File: config.mk
export PLATFORM = sky130hd
export DESIGN_NAME = demux_1to32
export DESIGN_NICKNAME = d
export VERILOG_FILES = /design/src/rtl/regfile_pkg.sv /design/src/rtl/decoder_5to32.sv /design/src/rtl/demux_1to32.sv
export SDC_FILE = /design/constraint.sdc
export NUM_CORES = 1
export LEC_CHECK = 0
export CORE_AREA = 5 5 410 412
export DETAILED_ROUTE_END_ITERATION = 12
export DIE_AREA = 0 0 415 417
export SYNTH_ARGS = -nofsm -noshare
export SYNTH_HDL_FRONTEND = slang
export SYNTH_SLANG_ARGS = --single-unit
File: constraint.sdc
create_clock -name clk -period 0.8 [get_ports clk]
set_input_delay 0.12 -clock clk [delete_from_list [all_inputs] [get_ports clk]]
set_output_delay 0.12 -clock clk [all_outputs]
set_load 0.02 [all_outputs]
File: src/rtl/regfile_pkg.sv
// rtl/regfile_pkg.sv - shared constants and helpers for the register-file write path
//
// Purpose : holds the output count of the write-data demultiplexer and derives
//           the selector width from it, so both live in one place.
// Contents: NUM_OUTPUTS, SEL_WIDTH, CeilLog2()
package regfile_pkg;

    // Smallest r such that 2**r >= n; returns 0 for n <= 1.
    function automatic int CeilLog2(input int n);
        int r;
        r = 0;
        while ((1 << r) < n) begin
            r = r + 1;
        end
        return r;
    endfunction

    localparam int NUM_OUTPUTS = 32;
    localparam int SEL_WIDTH   = CeilLog2(NUM_OUTPUTS);

endpackage

File: src/rtl/decoder_5to32.sv
// rtl/decoder_5to32.sv - combinational binary-to-one-hot select decoder
//
// Purpose : turns the 5-bit register index into a 32-bit one-hot select vector.
// Ports   : sel_i    [SEL_WIDTH-1:0]   binary index 0..NUM_OUTPUTS-1
//           onehot_o [NUM_OUTPUTS-1:0] bit sel_i set, all others clear
module decoder_5to32
    import regfile_pkg::*;
(
    input  logic [SEL_WIDTH-1:0]   sel_i,
    output logic [NUM_OUTPUTS-1:0] onehot_o
);

    // Every code of sel_i maps to a real output, so no out-of-range handling.
    assign onehot_o = {{(NUM_OUTPUTS-1){1'b0}}, 1'b1} << sel_i;

endmodule

File: src/rtl/demux_1to32.sv
// rtl/demux_1to32.sv - registered 1-to-32 word demultiplexer for the register-file write path
//
// Purpose : each clock edge routes Demux_Input to the output chosen by Selector;
//           every other output loads 0. One cycle of latency, async active-low clear.
// Ports   : clk                     rising-edge clock
//           reset                   asynchronous active-low clear of all outputs
//           Demux_Input [WL-1:0]    word to route
//           Selector    [4:0]       index of the output that receives the word
//           Data_0..Data_31 [WL-1:0] routed outputs, each straight from its own register
module demux_1to32
    import regfile_pkg::*;
#(
    parameter int WORD_LENGTH = 32
) (
    input  logic                   clk,
    input  logic                   reset,
    input  logic [WORD_LENGTH-1:0] Demux_Input,
    input  logic [SEL_WIDTH-1:0]   Selector,
    output logic [WORD_LENGTH-1:0] Data_0,
    output logic [WORD_LENGTH-1:0] Data_1,
    output logic [WORD_LENGTH-1:0] Data_2,
    output logic [WORD_LENGTH-1:0] Data_3,
    output logic [WORD_LENGTH-1:0] Data_4,
    output logic [WORD_LENGTH-1:0] Data_5,
    output logic [WORD_LENGTH-1:0] Data_6,
    output logic [WORD_LENGTH-1:0] Data_7,
    output logic [WORD_LENGTH-1:0] Data_8,
    output logic [WORD_LENGTH-1:0] Data_9,
    output logic [WORD_LENGTH-1:0] Data_10,
    output logic [WORD_LENGTH-1:0] Data_11,
    output logic [WORD_LENGTH-1:0] Data_12,
    output logic [WORD_LENGTH-1:0] Data_13,
    output logic [WORD_LENGTH-1:0] Data_14,
    output logic [WORD_LENGTH-1:0] Data_15,
    output logic [WORD_LENGTH-1:0] Data_16,
    output logic [WORD_LENGTH-1:0] Data_17,
    output logic [WORD_LENGTH-1:0] Data_18,
    output logic [WORD_LENGTH-1:0] Data_19,
    output logic [WORD_LENGTH-1:0] Data_20,
    output logic [WORD_LENGTH-1:0] Data_21,
    output logic [WORD_LENGTH-1:0] Data_22,
    output logic [WORD_LENGTH-1:0] Data_23,
    output logic [WORD_LENGTH-1:0] Data_24,
    output logic [WORD_LENGTH-1:0] Data_25,
    output logic [WORD_LENGTH-1:0] Data_26,
    output logic [WORD_LENGTH-1:0] Data_27,
    output logic [WORD_LENGTH-1:0] Data_28,
    output logic [WORD_LENGTH-1:0] Data_29,
    output logic [WORD_LENGTH-1:0] Data_30,
    output logic [WORD_LENGTH-1:0] Data_31
);

    logic [NUM_OUTPUTS-1:0] onehot;
    logic [WORD_LENGTH-1:0] data_arr [NUM_OUTPUTS];

    decoder_5to32 u_decoder (
        .sel_i    (Selector),
        .onehot_o (onehot)
    );

    // Selector and Demux_Input are captured on the same edge by every register,
    // so a simultaneous change of both is always seen as one consistent pair.
    for (genvar k = 0; k < NUM_OUTPUTS; k++) begin : g_reg
        logic [WORD_LENGTH-1:0] data_d;
        logic [WORD_LENGTH-1:0] data_q;

        assign data_d = onehot[k] ? Demux_Input : '0;

        always_ff @(posedge clk or negedge reset) begin
            if (!reset) begin
                data_q <= '0;
            end else begin
                data_q <= data_d;
            end
        end

        assign data_arr[k] = data_q;
    end

    assign Data_0  = data_arr[0];
    assign Data_1  = data_arr[1];
    assign Data_2  = data_arr[2];
    assign Data_3  = data_arr[3];
    assign Data_4  = data_arr[4];
    assign Data_5  = data_arr[5];
    assign Data_6  = data_arr[6];
    assign Data_7  = data_arr[7];
    assign Data_8  = data_arr[8];
    assign Data_9  = data_arr[9];
    assign Data_10 = data_arr[10];
    assign Data_11 = data_arr[11];
    assign Data_12 = data_arr[12];
    assign Data_13 = data_arr[13];
    assign Data_14 = data_arr[14];
    assign Data_15 = data_arr[15];
    assign Data_16 = data_arr[16];
    assign Data_17 = data_arr[17];
    assign Data_18 = data_arr[18];
    assign Data_19 = data_arr[19];
    assign Data_20 = data_arr[20];
    assign Data_21 = data_arr[21];
    assign Data_22 = data_arr[22];
    assign Data_23 = data_arr[23];
    assign Data_24 = data_arr[24];
    assign Data_25 = data_arr[25];
    assign Data_26 = data_arr[26];
    assign Data_27 = data_arr[27];
    assign Data_28 = data_arr[28];
    assign Data_29 = data_arr[29];
    assign Data_30 = data_arr[30];
    assign Data_31 = data_arr[31];

endmodule

==> results.txt <==
drt first pass iters - 7
DR iter-0 viols - 2,213
setup bufs post-CTS - 0
total grt overflow - 0
CP Capture Type - output port
Tcrit/Tclk final - 185%
Final setup viols - 1,784
GPL Wtd Cong - 0.881
WL final - 168,000 um
violated checks - negative hold slack, negative setup slack
Mapped Cells - 2,514
max-slew violation count - 0
Final Total Pwr - 112 mW
max-capacitance violation count - 0
core area - 164,000 um^2
CTS Sinks - 1,024
CP cell instances - buf_12
dpl cells - 6,028
Net Count, Synth - 2,553
fin nets - 4,013
Synth Area per Inst - 13.1 um^2
P per Cell Area - 1990 nW/um^2
largest net degree at the start of global routing - 58
DR WL/cell - 26.9 um
CTS clk-pin slew, worst paths - 0.06 ns
critical path arrival - 1.36 ns
outcome - finished, violations left
area leader, netlist - dfrtp_1
Max stage delay on crit path - 0.48 ns
WP buf/inv - 1
DR vias - 26.0k
CP delay by family, top - flip-flops
Num CTS Buffers - 105
register bit total from synthesis - 1,024
vias in the first global route - 27.0k
I/O Pins - 1,063
unrepaired setup endpoints after global routing - yes
most frequent cell after synthesis - dfrtp_1
Worst Path Max Fanout - 1
Tightest Pin Transition - 0.708 ns
antenna violations before repair - 24
vias per cell - 4.16
Slew headroom - 52.7%
leakage power - 27.1 nW
area grow syn2layout - 71.4%
FFs w/ async S/R, synth - 100%
ranking of synthesized cells by area - dfrtp_1, nor2_1, nand4b_1
H-tree depth - 3
# port buffers - 1,062
fin cells - 6,247
dpl ws - -0.869 ns
slowest stage cell, crit path - dfrtp_2
die height - 417 um
# rows - 149
ys flop type - dfrtp_1
Worst VDD drop - 0.00245 V
Synth cell types - 16
first-pass GRT wire length - 226,000 um
post-layout util - 34.3%
GRT Util Overall - 18.6%
Post-DP HPWL - 128,000 um
register area share after synthesis - 78.0%
final setup margin - -0.684 ns
Root Buffer - clkbuf_16
Hold Crit Class - primary input to flop
drt drc - 0
Clock Path Buffers - 3
CTS tree - yes
Filler cells - 15.9k
hold_ws - -0.0755 ns
mapped cell area - 32,800 um^2
Antenna Nets Post-Route - 0
Synth top area share - 78.0%
EDFF count, synth - 0
fmax - 674 MHz
Period minus WS final - 1.48 ns
initial core utilization - 20.0%
yosys warns - 0
total die area - 173,000 um^2
share of cells above drive strength 1 - 44.9%
Fin. Hold Viols - 26
synth cell count leaders - dfrtp_1, nor2_1, clkbuf_1
category of the worst setup path launch point - flop
worst setup path category - flop to output port
die width - 415 um
Worst EP required - 0.68 ns
logic make-up after synthesis:
| kind of cell | Yosys count | share of synthesized area (%) |
|---|---|---|
| flip-flops | 1024 | 78.0 |
| buffers and inverters | 205 | 2.63 |
| AND/OR/NAND/NOR | 1285 | 19.4 |
layout by cell type, fill, tap and decap left out, types with 22 or more instances in the layout:
cell type	count
or4b_4	32
clkbuf_1	22
buf_2	37
buf_12	189
buf_4	344
nand4bb_1	61
dlygate4sd3_1	24
nand4_1	32
nand4b_1	96
buf_6	949
nand2_1	31
nor3_2	62
nor2_1	900
dfrtp_1	998
clkbuf_16	107
dfrtp_2	26
nor3_1	62
final timing paths:
kind	slack, ns	startpoint	cells past startpoint	endpoint
min in group asynchronous	0.15	reset	4	Data_23[16]
worst min-delay path	-0.08	Demux_Input[1]	3	Data_0[1]
worst max-delay path	-0.68	Data_23[1]	1	Data_23[1]
max in group asynchronous	-0.47	reset	6	Data_3[8]
area by class of cell:
type / instances / area (um^2) / share of cell area [%]
flip-flops and latches: 1024 / 25700 / 45.6
diodes: 6 / 15.0 / 0.0267
well taps: 2189 / 2740 / 4.86
clock inverters: 37 / 429 / 0.762
multi-input cells: 1285 / 6760 / 12.0
clock buffers: 148 / 3000 / 5.33
repair buffers: 1558 / 17700 / 31.4
where the power goes:
part / switching (mW) / internal, mW
Combinational: 6.31 / 3.82
Clock: 21.2 / 27.9
Sequential: 0.304 / 52.3
worst min-delay path, cell delays in order:
cell    delay, ns
buf_2        0.18
or4b_4       0.25
nor2_1       0.04
through the flow:
stage               cell area (um^2)  TNS, ns
finish                         56300  -796.34
global route                   56300  -856.96
CTS                            55300  -836.13
detailed placement             50800  -967.71
global placement               50800  -945.14
floorplan                      33700  -192.65
per-layer routing:
| metal | up-vias | global-route usage [%] | share of wire [%] |
|---|---|---|---|
| met5 | - | 0 | 0.016 |
| met4 | 4 | 6.15 | 3.7 |
| met3 | 242 | 5.55 | 9.0 |
| met2 | 1206 | 30.8 | 48 |
| met1 | 13600 | 23.4 | 39 |
| li1 | 11000 | - | - |
what timing repair did:
action	4_1_cts	5_1_grt
resized for setup	4502	274
hold endpoints to repair	1274	53
hold buffers	27	3
setup endpoints to repair	1262	2348
gates cloned	0	2
Note: power is estimated with default switching activity, not from simulation.
